--- config.mk ---
export PLATFORM = sky130hd
export DESIGN_NAME = key_entry_controller
export DESIGN_NICKNAME = d
export VERILOG_FILES = /design/src/rtl/key_entry_controller.sv
export SDC_FILE = /design/constraint.sdc
export NUM_CORES = 1
export LEC_CHECK = 0
export ABC_AREA = 1
export CORE_ASPECT_RATIO = 0.75
export CORE_UTILIZATION = 30
export CTS_BUF_LIST = sky130_fd_sc_hd__clkbuf_16
export DETAILED_ROUTE_END_ITERATION = 10
export PLACE_DENSITY = 0.61
export SLEW_MARGIN = 15
export SYNTH_ARGS = -nofsm -noshare
export SYNTH_HDL_FRONTEND = slang
export SYNTH_SLANG_ARGS = --single-unit
--- constraint.sdc ---
create_clock -name clk -period 2 [get_ports clk]
set_input_delay 0.4 -clock clk [delete_from_list [all_inputs] [get_ports clk]]
set_output_delay 0.4 -clock clk [all_outputs]
set_load 0.02 [all_outputs]
--- src/rtl/key_entry_controller.sv ---
// Keypad entry sequencer: collects BCD digits from PS/2 keycodes and commits them as alarm or time.
// Optional macro AL_TIME_VALIDATE_EN: commits additionally require the low four digits to form a legal HHMM.
module key_entry_controller #(
    parameter int NUM_DIGITS   = 4,
    parameter int TIMEOUT_SECS = 10
) (
    input  logic                    clk,
    input  logic                    reset_n,
    input  logic                    one_second,
    input  logic [7:0]              key,
    output logic [4*NUM_DIGITS-1:0] out_key_buffer,
    output logic [3:0]              digit_count,
    output logic                    load_alarm,
    output logic                    load_new_time,
    output logic                    show_alarm,
    output logic                    out_show_keyboard,
    output logic                    entry_error,
    output logic [3:0]              debug_state_out
);
    // state         | meaning
    // SHOW_TIME     | idle, buffer cleared
    // KEY_STORE     | shift digit in / backspace out
    // KEY_HOLD      | wait for key release code
    // KEY_RELEASE   | wait for key line to go invalid
    // KEY_ENTRY     | waiting for next key, timeout running
    // COMMIT_ALARM  | load_alarm pulse
    // COMMIT_TIME   | load_new_time pulse
    // SHOW_ALARM    | alarm displayed while key held
    // ALARM_RELEASE | wait for key line to go invalid
    // ERROR         | entry_error pulse
    localparam int W = 4 * NUM_DIGITS;

    localparam logic [3:0] S_SHOW_TIME     = 4'd0;
    localparam logic [3:0] S_KEY_STORE     = 4'd1;
    localparam logic [3:0] S_KEY_HOLD      = 4'd2;
    localparam logic [3:0] S_KEY_RELEASE   = 4'd3;
    localparam logic [3:0] S_KEY_ENTRY     = 4'd4;
    localparam logic [3:0] S_COMMIT_ALARM  = 4'd5;
    localparam logic [3:0] S_COMMIT_TIME   = 4'd6;
    localparam logic [3:0] S_SHOW_ALARM    = 4'd7;
    localparam logic [3:0] S_ALARM_RELEASE = 4'd8;
    localparam logic [3:0] S_ERROR         = 4'd9;

    localparam logic [7:0] KP_0            = 8'h70;
    localparam logic [7:0] KP_1            = 8'h69;
    localparam logic [7:0] KP_2            = 8'h72;
    localparam logic [7:0] KP_3            = 8'h7A;
    localparam logic [7:0] KP_4            = 8'h6B;
    localparam logic [7:0] KP_5            = 8'h73;
    localparam logic [7:0] KP_6            = 8'h74;
    localparam logic [7:0] KP_7            = 8'h6C;
    localparam logic [7:0] KP_8            = 8'h75;
    localparam logic [7:0] KP_9            = 8'h7D;
    localparam logic [7:0] KP_STAR         = 8'h7C;
    localparam logic [7:0] KP_MINUS        = 8'h7B;
    localparam logic [7:0] KP_PLUS         = 8'h79;
    localparam logic [7:0] KP_KEY_RELEASED = 8'hF0;
    localparam logic [7:0] KP_INVALID      = 8'hFF;

    logic [3:0]   r_state;
    logic [3:0]   w_next;
    logic [W-1:0] r_buf;
    logic [3:0]   r_cnt;
    logic [7:0]   r_timer;
    logic [3:0]   r_store_digit;
    logic         r_store_bksp;
    logic         r_load_alarm;
    logic         r_load_new_time;
    logic         r_show_alarm;
    logic         r_show_kb;
    logic         r_entry_error;

    logic         w_key_is_digit;
    logic [3:0]   w_key_digit;
    logic         w_full;
    logic         w_time_ok;
    logic         w_reload;
    logic         w_count_en;

    always_comb begin
        w_key_is_digit = 1'b1;
        w_key_digit    = 4'd0;
        case (key)
            KP_0:    w_key_digit = 4'd0;
            KP_1:    w_key_digit = 4'd1;
            KP_2:    w_key_digit = 4'd2;
            KP_3:    w_key_digit = 4'd3;
            KP_4:    w_key_digit = 4'd4;
            KP_5:    w_key_digit = 4'd5;
            KP_6:    w_key_digit = 4'd6;
            KP_7:    w_key_digit = 4'd7;
            KP_8:    w_key_digit = 4'd8;
            KP_9:    w_key_digit = 4'd9;
            default: w_key_is_digit = 1'b0;
        endcase
    end

    assign w_full = (r_cnt == 4'(NUM_DIGITS));

`ifdef AL_TIME_VALIDATE_EN
    logic [15:0] w_low16;
    if (NUM_DIGITS >= 4) begin : g_low_direct
        assign w_low16 = r_buf[15:0];
    end else begin : g_low_padded
        assign w_low16 = 16'(r_buf);
    end
    // HH <= 23 and MM <= 59, with every nibble a decimal digit
    assign w_time_ok = (w_low16[15:12] <= 4'd2) && (w_low16[11:8] <= 4'd9)
                    && (w_low16[7:4] <= 4'd5) && (w_low16[3:0] <= 4'd9)
                    && !((w_low16[15:12] == 4'd2) && (w_low16[11:8] > 4'd3));
`else
    assign w_time_ok = 1'b1;
`endif

    always_comb begin
        w_next = r_state;
        case (r_state)
            S_SHOW_TIME: begin
                if (key == KP_STAR)      w_next = S_SHOW_ALARM;
                else if (w_key_is_digit) w_next = S_KEY_STORE;
            end
            S_KEY_STORE:   w_next = S_KEY_HOLD;
            S_KEY_HOLD:    if (key == KP_KEY_RELEASED) w_next = S_KEY_RELEASE;
            S_KEY_RELEASE: if (key == KP_INVALID)      w_next = S_KEY_ENTRY;
            S_KEY_ENTRY: begin
                if (r_timer == 8'd0)     w_next = S_SHOW_TIME;
                else if (w_key_is_digit) w_next = S_KEY_STORE;
                else if (key == KP_PLUS) begin
                    if (r_cnt != 4'd0) w_next = S_KEY_STORE;
                end
                else if (key == KP_STAR)  w_next = (w_full && w_time_ok) ? S_COMMIT_ALARM : S_ERROR;
                else if (key == KP_MINUS) w_next = (w_full && w_time_ok) ? S_COMMIT_TIME : S_ERROR;
            end
            S_COMMIT_ALARM:  w_next = S_SHOW_TIME;
            S_COMMIT_TIME:   w_next = S_SHOW_TIME;
            S_SHOW_ALARM:    if (key == KP_KEY_RELEASED) w_next = S_ALARM_RELEASE;
            S_ALARM_RELEASE: if (key == KP_INVALID)      w_next = S_SHOW_TIME;
            S_ERROR:         w_next = S_KEY_HOLD;
            default:         w_next = S_SHOW_TIME;
        endcase
    end

    assign w_reload   = (r_state == S_KEY_STORE) || (r_state == S_ERROR)
                     || ((r_state == S_KEY_RELEASE) && (w_next == S_KEY_ENTRY));
    assign w_count_en = (r_state == S_KEY_HOLD) || (r_state == S_KEY_RELEASE)
                     || (r_state == S_KEY_ENTRY);

    always_ff @(posedge clk or negedge reset_n) begin
        if (!reset_n) begin
            r_state         <= S_SHOW_TIME;
            r_buf           <= '0;
            r_cnt           <= 4'd0;
            r_timer         <= 8'd0;
            r_store_digit   <= 4'd0;
            r_store_bksp    <= 1'b0;
            r_load_alarm    <= 1'b0;
            r_load_new_time <= 1'b0;
            r_show_alarm    <= 1'b0;
            r_show_kb       <= 1'b0;
            r_entry_error   <= 1'b0;
        end else begin
            r_state <= w_next;

            // Capture the key as it enters KEY_STORE so a fast release cannot corrupt the store
            if (w_next == S_KEY_STORE) begin
                r_store_digit <= w_key_digit;
                r_store_bksp  <= (key == KP_PLUS);
            end

            if (w_next == S_SHOW_TIME) begin
                r_buf <= '0;
                r_cnt <= 4'd0;
            end else if (r_state == S_KEY_STORE) begin
                if (r_store_bksp) begin
                    r_buf <= {4'd0, r_buf[W-1:4]};
                    if (r_cnt != 4'd0) r_cnt <= r_cnt - 4'd1;
                end else begin
                    r_buf <= {r_buf[W-5:0], r_store_digit};
                    if (!w_full) r_cnt <= r_cnt + 4'd1;
                end
            end

            if (w_reload)
                r_timer <= 8'(TIMEOUT_SECS);
            else if (one_second && w_count_en && (r_timer != 8'd0))
                r_timer <= r_timer - 8'd1;

            r_load_alarm    <= (w_next == S_COMMIT_ALARM);
            r_load_new_time <= (w_next == S_COMMIT_TIME);
            r_entry_error   <= (w_next == S_ERROR);
            r_show_alarm    <= (w_next == S_SHOW_ALARM);
            r_show_kb       <= ((w_next >= S_KEY_STORE) && (w_next <= S_COMMIT_TIME))
                            || (w_next == S_ERROR);
        end
    end

    assign out_key_buffer    = r_buf;
    assign digit_count       = r_cnt;
    assign load_alarm        = r_load_alarm;
    assign load_new_time     = r_load_new_time;
    assign show_alarm        = r_show_alarm;
    assign out_show_keyboard = r_show_kb;
    assign entry_error       = r_entry_error;
    assign debug_state_out   = r_state;

endmodule

# Word-level counts from Yosys, hierarchy flattened

Index checks and enable logic that the tools add are counted.

Memory bits (writable): 0
Input port bits: 11
Output and inout bits: 29
Memories: 0
Bits in read-only memories: 0
Word-level logic and storage cells: 93
Latch bits: 0
Bits in registers: 42

Div/mod/pow operators: 0
Shift-type cells: 0
Mux-type cells: 27
Reductions and logical operators: 19
$add $sub $neg: 3
Multiply operators: 0
Bitwise operators: 0
Order comparisons: 2
Eq/ne operators: 31

Operators by type and width:

| operator                                                           | count |
|---|---|
| equality test 8 x 7 -> 1 bit (second input constant)               | 13 |
| 2-to-1 mux 4 bit                                                   | 19 |
| 2-to-1 mux 16 bit                                                  | 3 |
| case mux 4 bit (9 select lines)                                    | 1 |
| equality test 4 x 3 -> 1 bit (second input constant)               | 7 |
| case mux 4 bit (7 select lines)                                    | 1 |
| equality test 8 bit (second input constant)                        | 2 |
| 2-to-1 mux 8 bit                                                   | 2 |
| equality test 4 bit (second input constant)                        | 3 |
| OR reduction 10 bit                                                | 1 |
| equality test 4 x 1 -> 1 bit (second input constant)               | 2 |
| equality test 4 x 2 -> 1 bit (second input constant)               | 2 |
| logical NOT 4 bit                                                  | 2 |
| logical NOT 8 bit                                                  | 1 |
| nonzero test 8 bit                                                 | 1 |
| subtractor 8 x 1 -> 8 bit (second input constant)                  | 1 |
| logical OR 1 bit                                                   | 5 |
| adder 4 x 1 -> 4 bit (second input constant)                       | 1 |
| greater-or-equal comparator 4 x 1 -> 1 bit (second input constant) | 1 |
| less-or-equal comparator 4 x 3 -> 1 bit (second input constant)    | 1 |
| logical AND 1 bit                                                  | 4 |
| nonzero test 2 bit                                                 | 2 |
| nonzero test 4 bit                                                 | 1 |
| subtractor 4 x 1 -> 4 bit (second input constant)                  | 1 |
| 5 further kinds                                                    | 5 |

# Longest topological paths before layout

Word-level depth: 12
Depth in mapped cells: 16

# Worst setup path after synthesis

No wires, ideal clock.

Kind: reg-to-reg
Start: register r_cnt[0] (netlist: digit_count[0])
End: register r_cnt[2] (netlist: digit_count[2])
Library setup time: 122 ps
Setup slack: 100 ps
Arrival: 1777 ps
Stages on the path, launching flop included: 14
Period minus slack after synthesis: 1900 ps
Path buffers: 1
Path through: dfrtp_1 > inv_1 > nand2_1 > nor3_1 > nand2_1 > o21ai_0 > nor2_1 > nand2_2 > nand2_4 > nor2_8 > nand2_4 > inv_4 > buf_12 > nor2_2

Word-level cells in the longest chain between the ends: 11

Ends and longest elaborated chain:

| what                                                                    | line | text |
|---|---|---|
| start, declared                                                         | 63   | `logic [3:0] r_cnt;` |
| start signal, assigned                                                  | 176  | `if (r_cnt != 4'd0) r_cnt <= r_cnt - 4'd1;` |
| start signal, assigned                                                  | 179  | `if (!w_full) r_cnt <= r_cnt + 4'd1;` |
| equality test 4 x 3 -> 1 bit                                            | 98   | `assign w_full = (r_cnt == 4'(NUM_DIGITS));` |
| 2-to-1 mux 4 bit (2 in a row)                                           | 132  | `else if (key == KP_MINUS) w_next = (w_full && w_time_ok) ? S_COMMIT_TIME : S_ERROR;` |
| 2-to-1 mux 4 bit                                                        | 131  | `else if (key == KP_STAR) w_next = (w_full && w_time_ok) ? S_COMMIT_ALARM : S_ERROR;` |
| 2-to-1 mux 4 bit (*)                                                    | 128  | `else if (key == KP_PLUS) begin` |
| 2-to-1 mux 4 bit (*)                                                    | 127  | `else if (w_key_is_digit) w_next = S_KEY_STORE;` |
| 2-to-1 mux 4 bit (*)                                                    | 126  | `if (r_timer == 8'd0) w_next = S_SHOW_TIME;` |
| case mux 4 bit (7 select lines) (*)                                     | 117  | `case (r_state)` |
| named net w_next[3]                                                     | 61   | `logic [3:0] w_next;` |
| logical NOT 4 bit (*)                                                   | 170  | `if (w_next == S_SHOW_TIME) begin` |
| inequality test 3 x 1 -> 1 bit (no source line) (tied with other cells) | --   |  |
| AND reduction 3 bit (no source line)                                    | --   |  |

Mark *: on every way through the listed nets, which the timed path passes. The rest lies on a longest branch. The select of a mux whose other input is x is not followed.
A chain may end at the register's enable or synchronous reset.

# Final worst setup path

Start: input port key[7]
End: register r_buf[2] (netlist: out_key_buffer[2])

Word-level cells in the longest chain between the ends: 9

Ends and longest elaborated chain:

| what                                                           | line | text |
|---|---|---|
| start, declared                                                | 10   | `input logic [7:0] key,` |
| equality test 8 x 7 -> 1 bit                                   | 132  |  |
| 2-to-1 mux 4 bit                                               | 132  |  |
| 2-to-1 mux 4 bit                                               | 131  |  |
| 2-to-1 mux 4 bit                                               | 128  |  |
| 2-to-1 mux 4 bit                                               | 127  |  |
| 2-to-1 mux 4 bit                                               | 126  |  |
| case mux 4 bit (7 select lines) (*)                            | 117  |  |
| named net w_next[3]                                            | 61   |  |
| logical NOT 4 bit (*)                                          | 170  |  |
| 2-to-1 mux 16 bit / nonzero test 2 bit (equally long branches) | --   |  |
| end signal, assigned                                           | 175  | `r_buf <= {4'd0, r_buf[W-1:4]};` |
| end signal, assigned                                           | 178  | `r_buf <= {r_buf[W-5:0], r_store_digit};` |
| end, declared                                                  | 62   | `logic [W-1:0] r_buf;` |

Mark *: on every way through the listed nets, which the timed path passes. The rest lies on a longest branch.

==> results.md <==
* Routed WL at 7457 um
* Buffer and inverter count on the worst path at 6
* Initial antenna violation count at 0
* Failing checks: DRC
* Number of vias per cell at 4.662
* Slew Viols, Final at 0
* RSZ-0062 raised after global routing: yes
* Fillcell total at 853
* Critical Path RT at 2.22 ns
* Core area at 8636 um2
* Largest net degree at the start of global routing at 43
* TritonCTS clock tree: built
* Register clock-pin slew on the reported worst setup and hold paths at 0.06 ns
* Clk Latency, worst-skew pair at 0.29 ns
* Total number of vias at 2704
* CP most frequent cell: nand2_4
* Sequential-to-total area share from yosys stat at 38.67%
* Critical Path Sink Type: register
* Worst vdd ir at 0.5872 mV
* Highest Clock Rate at 0.5050 GHz
* RR Endpoint: out_key_buffer[7]
* Core Rows at 29
* Post-synth top area share at 38.67%
* Gr usage total at 15.67%
* Area post-placement at 3580 um2
* Nets at 487
* Critical Path AT at 2.20 ns
* Mapped Nets at 377
* Clk_skew at 0.008164 ns
* DRC errors left at 3
* Final Setup Violations at 0
* Slowest-stage cell, CP: clkdlybuf4s15_2
* Average wire per standard cell at 12.86 um
* Reg2reg setup slack at 0.05 ns
* Core Util, Final at 48.75%
* Max Cap Violations at 0
* Most frequent cell after synthesis: nand2_1
* Commonest cells post-synth: 80 x nand2_1, 44 x nor2_1, 42 x dfrtp_1, 42 x inv_1, 25 x nor2_2
* FF-to-FF Start: r_timer[0]
* Largest cells by area after synthesis: dfrtp_1 39%, nand2_1 11%, nor2_1 6.1%, inv_1 5.8%, nor2_2 5.8%
* Die area at 9447 um2
* Ports at 40
* Detailed Place HPWL at 5211 um
* Worst slew margin at 64.40%
* Initial Utilization at 31.47%
* Final hold viol count at 0
* Die width at 111.9 um
* Port Buffer Count at 39
* Post-synth ARST share at 100.0%
* Crit-path max cell delay at 0.19 ns
* Post-cts hold buffer count at 0
* Top_reg_cell synth: dfrtp_1
* Clk root buf: clkbuf_16
* Share of cells above drive strength 1 at 39.41%
* Leak pwr at 2.024 nW
* Vias in the first global route at 2600
* Unique masters post-synth at 31
* Mapped Area at 2718 um2
* CTS H-tree depth at 2
* Critical Path Fanout Max at 7
* Area occupied by multi-input gates at 1710 um2
* Outcome: finished with violations
* Avg Inst Size Synth at 7.528 um2
* Post-synth top area cell: dfrtp_1
* Register area at 1054 um2
* Post-synth EDFFs at 0
* Startpoint Class: primary input
* Worst path cell trace: clkdlybuf4s15_2 -> inv_2 -> nand2_4 -> nor2_4 -> buf_6 -> nand2_4 -> nand2_2 -> nor2_4 -> nand2_4 -> nor2_4 -> nand2_2 -> nand2_4 -> nor2_8 -> nand2_4 -> clkinv_4 -> buf_12 -> buf_12 -> nor2_4
* Worst slew pin tran at 0.5339 ns
* Ys Warns at 0
* Tcrit/Tclk final at 99.02%
* First-pass GRT wire length at 11950 um
* Min-Delay Path Class: in2async
* DRT Pass-1 Iters at 7
* Die Y at 84.43 um
* Yosys reg bits at 42
* DRT iter0 DRCs at 91
* Antenna-violating nets left at 0
* Cells after Synth at 361
* Delay-heaviest family, CP: simple AND/OR/NAND/NOR gates
* GPL Wtd Cong at 0.8889
* Synth-to-Final Area Change at 54.93%
* Diodes inserted at 0
* Total power per unit cell area at 913.8 nW/um2
* Crit Path Class: in2reg
* Cell area after layout at 4210 um2
* Clk sink count at 42
* Crit path time final at 1.980 ns
* Reg2reg path depth at 13
* Remaining global-route overflow at 0
* CTS buffer count at 5
* Bufs on Longest Clock Path at 2
[metrics by stage]
stage	setup WS [ns]	hold WS, ns	power, W	setup TNS, ns	instances
after detailed placement	-0.5108	0.4654	0.002462	-14.86	551
after global placement	-0.4938	0.4623	0.002435	-14.59	551
after global routing	-0.05675	0.2267	0.004079	-0.6329	580
final	0.01963	0.1760	0.003847	0	580
after floorplan	0.1002	0.1044	0.001982	0	361
after CTS	0.009341	0.1996	0.003779	0	567
[cell usage in the layout, fill, tap and decap left out, types with 3 or more instances in the layout]
master	instances
buf_12	3
inv_1	37
clkbuf_16	5
nor2_4	24
nand2_2	17
nand4_1	11
nand2_4	13
o211ai_1	3
clkdlybuf4s50_1	30
dfrtp_1	40
nand3_1	13
a21oi_1	15
clkbuf_2	7
inv_2	11
nand2_1	61
nor3_2	4
nand3_2	3
xor2_1	8
nor2_2	16
buf_4	66
nor2_1	33
o21ai_0	13
a211oi_1	9
ha_1	4
[metal layers]
layer | global-route usage [%] | wire length, um | vias to the layer above
li1 | - | - | 1375
met1 | 22.29 | 3666 | 1293
met2 | 24.84 | 3538 | 34
met3 | 3.466 | 245 | 2
met4 | 2.211 | 6 | 0
met5 | 0 | 0 | -
[state kept, by name, indices dropped and copies added, names as in the netlist]
name,cells
out_show_keyboard,1
load_new_time,1
load_alarm,1
show_alarm,1
debug_state_out,4
digit_count,4
r_store_digit,4
entry_error,1
out_key_buffer,16
r_store_bksp,1
r_timer,8
[final cells by class]
type | instances | area share (%)
Clock inverter | 3 | 1.516
Tap cell | 108 | 3.210
Clock buffer | 5 | 2.972
Inverter | 50 | 4.577
Timing Repair Buffer | 110 | 22.08
Sequential cell | 42 | 25.02
Multi-Input combinational cell | 262 | 40.62
[kinds of logic after synthesis]
logic type               share of synthesized area [%]
AND/OR/NAND/NOR                                  36.83
buffers and inverters                            9.162
AO/OA/AOI/OAI                                    9.852
flip-flops                                       38.67
XOR/XNOR                                         2.901
adder cells (fa/ha/maj)                          2.578
[power by group]
part	switching [W]	internal [W]
registers	0.000120	0.000996
clock network	0.000332	0.000711
logic	0.000937	0.000752
[worst max path at each step]
stage	from	endpoint	slack, ns	cells past startpoint
2_1_floorplan	digit_count[0]	digit_count[2]	0.10	13
3_3_place_gp	key[2]	out_key_buffer[9]	-0.49	16
3_5_place_dp	key[1]	out_key_buffer[2]	-0.51	16
4_1_cts	key[7]	out_key_buffer[7]	0.009	17
5_1_grt	digit_count[0]	out_key_buffer[7]	-0.06	15
6_report	key[7]	out_key_buffer[2]	0.02	18
[what timing repair did]
item / 4_1_cts / 5_1_grt
endpoints found under the setup margin: 28 / 31
gates cloned: 1 / 0
pin swaps: 11 / 30
resized for setup: 32 / 78
buffers inserted: 7 / 16
No activity file was read; power rests on OpenSTA's default activity.
